`src/rtl/instr_fetch_ncl.sv`:
```
// Clocked instruction fetch feeding an NCL controller: reads 4-bit opcodes from a
// synchronous ROM and issues them as dual-rail DATA/NULL wavefronts under a 4-phase handshake.
module instr_fetch_ncl #(
    parameter int unsigned ADDR_W      = 8,
    parameter int unsigned SYNC_STAGES = 2,
    parameter logic [3:0]  HALT_OPC    = 4'hF
) (
    input  logic              clk,
    input  logic              rst_n,
    input  logic              start,
    output logic [ADDR_W-1:0] mem_addr,
    output logic              mem_rd_en,
    input  logic [3:0]        mem_rdata,
    output logic [7:0]        instr_out,
    input  logic              ack_in,
    output logic              busy,
    output logic              halted,
    output logic [15:0]       issue_cnt
);

    localparam logic [2:0] S_IDLE  = 3'd0;
    localparam logic [2:0] S_FETCH = 3'd1;
    localparam logic [2:0] S_LOAD  = 3'd2;
    localparam logic [2:0] S_DATA  = 3'd3;
    localparam logic [2:0] S_NULL  = 3'd4;
    localparam logic [2:0] S_HALT  = 3'd5;

    logic [2:0]             state;
    logic [ADDR_W-1:0]      pc;
    logic [3:0]             opcode;
    logic [SYNC_STAGES-1:0] ack_sync;
    logic                   ack_s;

    // Bit i maps to rails [2i+1] (true) and [2i] (false).
    function automatic logic [7:0] encode(input logic [3:0] d);
        logic [7:0] enc;
        enc = '0;
        for (int unsigned i = 0; i < 4; i++) begin
            enc[2*i+1] = d[i];
            enc[2*i]   = ~d[i];
        end
        return enc;
    endfunction

    always_ff @(posedge clk or negedge rst_n) begin
        if (!rst_n) begin
            ack_sync <= '0;
        end else begin
            ack_sync <= {ack_sync[SYNC_STAGES-2:0], ack_in};
        end
    end

    assign ack_s = ack_sync[SYNC_STAGES-1];

    always_ff @(posedge clk or negedge rst_n) begin
        if (!rst_n) begin
            state     <= S_IDLE;
            pc        <= '0;
            opcode    <= '0;
            instr_out <= '0;
            issue_cnt <= '0;
        end else begin
            case (state)
                S_IDLE: begin
                    if (start && !ack_s) state <= S_FETCH;
                end
                S_FETCH: state <= S_LOAD;
                S_LOAD: begin
                    instr_out <= encode(mem_rdata);
                    opcode    <= mem_rdata;
                    state     <= S_DATA;
                end
                S_DATA: begin
                    if (ack_s) begin
                        instr_out <= '0;
                        pc        <= pc + ADDR_W'(1);
                        state     <= S_NULL;
                    end
                end
                S_NULL: begin
                    if (!ack_s) begin
                        issue_cnt <= issue_cnt + 16'd1;
                        // Halt opcode wins over start so the program end is honoured.
                        if (opcode == HALT_OPC) state <= S_HALT;
                        else if (!start)        state <= S_IDLE;
                        else                    state <= S_FETCH;
                    end
                end
                S_HALT: instr_out <= '0;
                default: begin
                    instr_out <= '0;
                    state     <= S_IDLE;
                end
            endcase
        end
    end

    assign mem_addr  = pc;
    assign mem_rd_en = (state == S_FETCH);
    assign busy      = (state != S_IDLE) && (state != S_HALT);
    assign halted    = (state == S_HALT);

endmodule

```
`config.mk`:
```
export PLATFORM = sky130hd
export DESIGN_NAME = instr_fetch_ncl
export DESIGN_NICKNAME = d
export VERILOG_FILES = /design/src/rtl/instr_fetch_ncl.sv
export SDC_FILE = /design/constraint.sdc
export NUM_CORES = 1
export LEC_CHECK = 0
export ABC_AREA = 1
export CAP_MARGIN = 20
export CORE_MARGIN = 10
export CORE_UTILIZATION = 53
export CTS_CLUSTER_SIZE = 24
export DETAILED_ROUTE_END_ITERATION = 8
export PLACE_DENSITY = 0.83
export SYNTH_ARGS = -nofsm -noshare
export SYNTH_HDL_FRONTEND = slang
export SYNTH_SLANG_ARGS = --single-unit
```
`constraint.sdc`:
```
create_clock -name clk -period 3.1 [get_ports clk]
set_input_delay 0.465 -clock clk [delete_from_list [all_inputs] [get_ports clk]]
set_output_delay 0.465 -clock clk [all_outputs]
set_load 0.01 [all_outputs]
```
After elaboration in Yosys (flattened, before gate mapping)
Cells that the tools add are included.

Add/subtract/negate cells: 2. Equality and inequality tests: 10. Mux-type cells: 8. Bitwise gates (word level): 7. Reductions and logical operators: 10.

Operator list (number): $pmux W8 S3 (1); $pmux W3 S6 (1); $add A16 B1 Y16 const B (1); $mux W3 (4); $add A8 B1 Y8 const B (1); $mux W8 (1); $not A1 Y1 (7); $eq A3 B2 Y1 const B (2); $eq A3 B3 Y1 const B (2); $ne A2 B2 Y1 const B (3); $reduce_and A2 Y1 (3); $eq A4 B4 Y1 const B (1); $reduce_and A4 Y1 (1); $eq A3 B1 Y1 const B (1); $logic_not A3 Y1 (1); $ne A3 B3 Y1 const B (1); $reduce_bool A3 Y1 (1); $reduce_or A3 Y1 (1); $logic_and A1 B1 Y1 (2); $logic_not A1 Y1 (1); $mux W1 (1).

Flip-flop bits (word level): 41. Input bits: 8. Output and inout bits: 35. Logic and storage cells: 43.

Depth between registers and ports, before layout
Gate-level depths: netlist of run 1.

Depth after elaboration: 4. Gate-level depth with buffers: 9. Depth with buffers taken out: 9.

Worst setup path after synthesis of run 1
OpenSTA, ideal clock, no wires.

Path type: register to output. Start point: reg state[1]. End point: out busy. Data arrival time: 0.959 ns. Required time: 2.635 ns. Setup slack: 1.676 ns. Stages on the path, launching flop included: 5. Path buffers: 0. Cells stage by stage: dfrtp_1 -> inv_1 -> nand2_1 -> nor2_1 -> a21oi_1.

Longest elaborated chain between the ends: 2. Elaborated cells on any way between the ends: 3. Classes of those cells: 1 x eq/ne; 2 x reduce/logical.

RTL lines: start: declaration (RTL line 28) `logic [2:0] state;`; start signal: assignment (RTL line 57) `state <= S_IDLE;`; start signal: assignment (RTL line 65) `if (start && !ack_s) state <= S_FETCH;`; start signal: assignment (RTL line 67) `S_FETCH: state <= S_LOAD;`; $ne A3 B3 Y1 or $reduce_bool A3 Y1 (tied branches) (RTL line 100) `assign busy = (state != S_IDLE) && (state != S_HALT);`; $logic_and A1 B1 Y1 * (RTL line 100); end: declaration (RTL line 16) `output logic busy,`.

Mark *: on every way between the ends. The rest lies on a longest branch, timed or not.

Worst setup path in the final report of run 1
Same ends and word-level chain as after synthesis.

==> metrics.md, run 1 <==
| Metric | Value |
|---|---|
| Startpoint types | `register` |
| Leak | `around 0.0011 uW` |
| Post-Syn Area | `0.00192 mm^2` |
| RSZ-0062 raised after global routing | `false` |
| Die Y | `roughly 80 um` |
| CTS Buf Count | `5` |
| Die area | `0.00643 mm^2` |
| Data arrival, critical path | `1810 ps` |
| WHS | `207 ps` |
| #FFs+latches synth | `41` |
| DRT iter0 DRCs | `120` |
| Min-delay worst type | `in -> async` |
| YS warnings | `0` |
| Antenna-violating nets left | `0` |
| DP Worst Slack | `1220 ps` |
| Fill cell count | `267` |
| Hpwl dp | `around 3200 um` |
| Vias after detailed routing | `approximately 1600` |
| Port Buffers | `42` |
| Initial core utilization | `56.3%` |
| Status | `completed` |
| Peak supply drop | `274 uV` |
| Post-Route Setup TNS | `0 ps` |
| Drt via density | `4.94` |
| Setup violators final | `0` |
| Crit path max fanout | `6` |
| Remaining DRCs | `0` |
| DP Area | `0.00239 mm^2` |
| Post-CTS sizing | `0` |
| Crit end category | `primary output` |
| Final period util | `73.5%` |
| Most common cell after layout, fill and taps aside | `nand2_1` |
| Drt first pass iters | `4` |
| Clk slew on worst S/H paths | `120 ps` |
| Share of layout cells above drive strength 1 | `7.06%` |
| Finished Cell Area | `0.00246 mm^2` |
| Slew @ Worst Pin | `884 ps` |
| Layout Skew | `6.99 ps` |
| Die width | `80.2 um` |
| Library cells used by synthesis | `21` |
| Post-synth top area cell | `dfrtp_1` |
| DRT Wirelength | `4150 um` |
| I/O Pins | `43` |
| Wire per inst | `13.2 um` |
| Worst skew pair latency | `360 ps` |
| Final Hold Viols | `0` |
| Min cycle time layout | `2280 ps` |
| F_max | `439 MHz` |
| GRT Util Overall | `13.5%` |
| CTS tree | `yes` |
| Max-Cap Viols | `0` |
| Largest net degree at the start of global routing | `42` |
| # nets final | `278` |
| Synthesized area per cell | `approximately 8.8 um^2` |
| Setup Crit Path Kind | `reg -> out` |
| Post-route insts no fill | `315` |
| Yosys top cell area share | `53.4%` |
| Placed instance count | `307` |
| Core Region | `0.00342 mm^2` |
| Post-CTS Setup Bufs | `0` |
| Max Slew Vio Count | `0` |
| Total grt overflow | `0` |
| Synth top area cells | `dfrtp_1 (53%), nand2_1 (14%), inv_1 (4.7%)` |
| Slew HR | `41.1%` |
| Sequential share of the synthesized area | `a little over half` |
| Post-synthesis net count | `229` |
| Max Root-Sink Buffers | `2` |
| PD cells | `350 mW/mm^2` |
| First-pass GRT wire length | `6860 um` |
| FP Rows | `21` |
| H-tree depth | `2` |
| Cells after Synth | `219` |
| Clock Sinks | `41` |
| Critical Path RT | `approximately 2600 ps` |
| Most frequent cells in the layout | `nand2_1 (72), dfrtp_1 (41), clkdlybuf4s50_1 (41)` |
| N_diodes | `0` |
| Clk root buf | `clkbuf_4` |
| Final WS setup | `821 ps` |
| Area growth, synth to finish | `28.3%` |
| Initial antenna violation count | `0` |
| Cts hold-fix bufs | `0` |
| Global placement routability congestion | `0.891` |
| Number of global-route vias before repair | `~1500` |
==> worst max-delay path, stage by stage, from the launching register on <==
cell and delay (ps):
dfrtp_1 540, inv_1 70, nand2_1 100, nor2_1 70, a21oi_1 120, clkdlybuf4s50_1 550
==> registers in the layout, indices dropped and copies added, names as in the netlist <==
| register | flops |
|---|---|
| ack_sync | 2 |
| instr_out | 8 |
| issue_cnt | 16 |
| mem_addr | 8 |
| opcode | 4 |
| state | 3 |
==> where the power goes <==
group	switching, uW	internal (uW)
Combinational	13.0	7.31
Clock	175	131
Sequential	0.970	536
Total	189	675
==> cell families after synthesis <==
family,share of synthesized area [%]
AND/OR/NAND/NOR,27.8
adder cells (fa/ha/maj),1.30
flip-flops,53.4
AO/OA/AOI/OAI,5.34
XOR/XNOR,7.29
buffers and inverters,4.88
==> cell usage after synthesis, drive strengths merged <==
cell	n
o22ai	1
inv	25
a21oi	3
o21ai	15
nor3	4
dfrtp	41
nand3	7
a31oi	1
nor2	23
nand3b	1
nand2	73
xnor2	6
or3	1
xor2	10
nand4	6
ha	2
==> path summary, 6_finish.rpt <==
path | startpoint | to | slack (ps) | cells past startpoint
setup reg to reg | state[1]$_DFFE_PN0P_ | issue_cnt[8]$_DFFE_PN0P_ | 1650 | 5
setup / recovery | state[1]$_DFFE_PN0P_ | busy | 820 | 5
hold / removal | rst_n | mem_addr[7]$_DFFE_PN0P_ | 210 | 1
min in group clk | ack_sync[0]$_DFF_PN0_ | ack_sync[1]$_DFF_PN0_ | 360 | 0
max in group asynchronous | rst_n | instr_out[4]$_DFFE_PN0P_ | 2340 | 1
hold reg to reg | ack_sync[0]$_DFF_PN0_ | ack_sync[1]$_DFF_PN0_ | 360 | 0
==> metrics by stage <==
stage | utilization (%) | power [uW]
2_1_floorplan | - | 549
3_3_place_gp | 70.1 | 568
3_5_place_dp | 70.1 | 568
4_1_cts | 72.2 | 872
5_1_grt | 72.2 | 894
6_report | 72.2 | 863
==> metal layers <==
layer	vias up	GRT usage (%)	wire [um]
met4	0	5.28	51
met1	725	15.7	1830
met5	-	0	0
met3	6	6.24	312
li1	789	-	-
met2	37	21.0	1950
==> area by class of cell <==
cell class | instances | area, um^2 | area share, %
Clock buffer | 7 | 65.1 | 2.64
Sequential cell | 41 | 1030 | 41.6
Multi-Input combinational cell | 153 | 802 | 32.5
Clock inverter | 1 | 5.00 | 0.203
Timing Repair Buffer | 42 | 415 | 16.9
Tap cell | 46 | 57.6 | 2.34
Inverter | 25 | 93.8 | 3.81
No activity file was read; power rests on OpenSTA's default activity.
==> run 2, diff against run 1 <==
CORE_UTILIZATION = 50   (was 53)
PLACE_DENSITY = 0.79   (was 0.83)
clock period = 2.12 ns   (was 3.1 ns; I/O delays follow)
==> metrics.md, run 2 (synthesis results as in run 1) <==
| Metric | Value |
|---|---|
| Status | `completed` |
| Leak | `0.00116 uW (+1.8%)` |
| Slew @ Worst Pin | `606 ps (-278 ps)` |
| Die area | `0.00672 mm^2 (+4.5%)` |
| Worst r2r path cells | `5 (unchanged)` |
| Drt via density | `4.86 (-1.6%)` |
| Crit path max fanout | `6 (unchanged)` |
| Min cycle time layout | `1990 ps` |
| Die Y | `82.0 um (+2.2%)` |
| Layout Skew | `3.66 ps (-3.33 ps)` |
| Clock Sinks | `41 (unchanged)` |
| Most common cell after layout, fill and taps aside | `nand2_1` |
| Switch share | `20.3% (-1.6 points)` |
| # nets final | `280 (+0.72%)` |
| Startpoint types | `register` |
| I/O Pins | `43 (unchanged)` |
| Total grt overflow | `0 (unchanged)` |
| CTS Buf Count | `5 (unchanged)` |
| Final period util | `93.8%` |
| Data arrival, critical path | `1670 ps (-140 ps)` |
| First-pass GRT wire length | `7200 um (+4.9%)` |
| Die width | `82.0 um (+2.2%)` |
| N_diodes | `0 (unchanged)` |
| Number of global-route vias before repair | `1533 (+2.5%)` |
| F_max | `503 MHz` |
| Largest net degree at the start of global routing | `29 (-31%)` |
| Vias after detailed routing | `1551 (-0.39%)` |
| PD cells | `544 mW/mm^2 (+55%)` |
| Worst skew pair latency | `280 ps (-80 ps)` |
| RSZ-0062 raised after global routing | `false` |
| Cts hold-fix bufs | `0 (unchanged)` |
| Max FFs per register | `16 (unchanged)` |
| GRT Util Overall | `13.3% (-0.17 points)` |
| Antenna-violating nets left | `0 (unchanged)` |
| Post-route insts no fill | `319 (+1.3%)` |
| Min-delay worst type | `in -> async` |
| Drt first pass iters | `4 (unchanged)` |
| Critical Path RT | `1800 ps (-830 ps)` |
| DRT iter0 DRCs | `81 (-33%)` |
| Clk root buf | `clkbuf_8` |
| Most frequent cells in the layout | `nand2_1 (72), clkdlybuf4s50_1 (41), dfrtp_1 (39)` |
| DP Worst Slack | `363 ps (-859 ps)` |
| Reg power frac | `57.4% (-4.8 points)` |
| Core Region | `0.00369 mm^2 (+8.0%)` |
| Initial core utilization | `52.1% (-4.2 points)` |
| Post-CTS sizing | `0 (unchanged)` |
| Reported net switching power | `278 uW (+47%)` |
| Crit end category | `primary output` |
| Post-CTS Setup Bufs | `0 (unchanged)` |
| Peak supply drop | `428 uV (+56%)` |
| Slew HR | `59.6% (+19 points)` |
| Final Hold Viols | `0 (unchanged)` |
| Max Root-Sink Buffers | `2 (unchanged)` |
| Wire per inst | `12.9 um (-2.2%)` |
| Worst R2R Setup Slack | `700 ps (-950 ps)` |
| Gate power share | `2.4% (about the same)` |
| Setup violators final | `0 (unchanged)` |
| Placed instance count | `311 (+1.3%)` |
| Largest Register | `issue_cnt` |
| Remaining DRCs | `0 (unchanged)` |
| Worst reg2reg startpoint | `state[2]$_DFFE_PN0P_` |
| Max Slew Vio Count | `0 (unchanged)` |
| Clk slew on worst S/H paths | `70 ps (-50 ps)` |
| Fin util | `68.2% (-3.9 points)` |
| Pint | `1090 uW (+62%)` |
| RR Endpoint | `state[0]$_DFFE_PN0P_` |
| H-tree depth | `2 (unchanged)` |
| Setup Crit Path Kind | `reg -> out` |
| Final WS setup | `131 ps (-689 ps)` |
| Initial antenna violation count | `0 (unchanged)` |
| Port Buffers | `42 (unchanged)` |
| FP Rows | `22 (+4.8%)` |
| Post-Route Setup TNS | `0 ps (unchanged)` |
| Max-Cap Viols | `0 (unchanged)` |
| Global placement routability congestion | `0.871 (-2.2%)` |
| Share of layout cells above drive strength 1 | `8.49% (+1.4 points)` |
| Area growth, synth to finish | `30.9%` |
| CTS tree | `yes` |
| DRT Wirelength | `4110 um (-0.96%)` |
| Power after layout | `1370 uW (+58%)` |
| Clk pwr share | `40.3% (+4.8 points)` |
| Hpwl dp | `3180 um (-0.27%)` |
==> run 2: cell types whose count changed in the layout (fill, tap and decap cells not counted), sizes merged <==
| cell | delta |
|---|---|
| buf | +2 |
==> run 2: worst max-delay path by stage <==
stage                        startpoint                        to  slack (ps)
2_1_floorplan  issue_cnt[0]$_DFFE_PN0P_  issue_cnt[8]$_DFFE_PN0P_         800
3_3_place_gp       state[1]$_DFFE_PN0P_                      busy         420
3_5_place_dp       state[1]$_DFFE_PN0P_                      busy         360
4_1_cts            state[1]$_DFFE_PN0P_                      busy          50
5_1_grt            state[1]$_DFFE_PN0P_                    halted           6
6_report           state[1]$_DFFE_PN0P_                    halted         130
==> run 2: area by class of cell <==
cell class	instances	area (um^2)
inverter	25	93.8
timing repair buffer	44	430
clock inverter	1	5.00
sequential	41	1030
multi-input combinational	153	802
clock buffer	7	96.3
tap	48	60.1
fill	304	1170
==> run 2: power by group through the flow <==
stage	logic, uW	registers [uW]	clock network [uW]
floorplan	2.38	800	0
global placement	34.2	800	0
detailed placement	33.9	800	0
CTS	34.0	785	564
global route	36.8	785	597
finish	32.8	785	551
==> run 2: critical path, stage by stage (launching register included) <==
cell,delay (ps)
dfrtp_2,470
inv_1,80
nand2_1,90
nor2_1,170
clkdlybuf4s50_1,570
==> run 2: per-layer routing <==
layer / part of all wire, % / vias up / GRT usage (%) / routed length [um]
li1: - / 791 / - / -
met3: 5.7 / 6 / 3.49 / 235
met1: 46 / 727 / 16.6 / 1880
met5: 0 / - / 0 / 0
met4: 1.2 / 0 / 4.08 / 49
met2: 47 / 27 / 21.9 / 1940
==> run 2: through the flow <==
step                hold WS (ps)  cell area, um^2
finish                      36.8             2520
global route                67.0             2520
CTS                         56.0             2510
detailed placement           346             2410
global placement             339             2410
floorplan                   22.4             1920
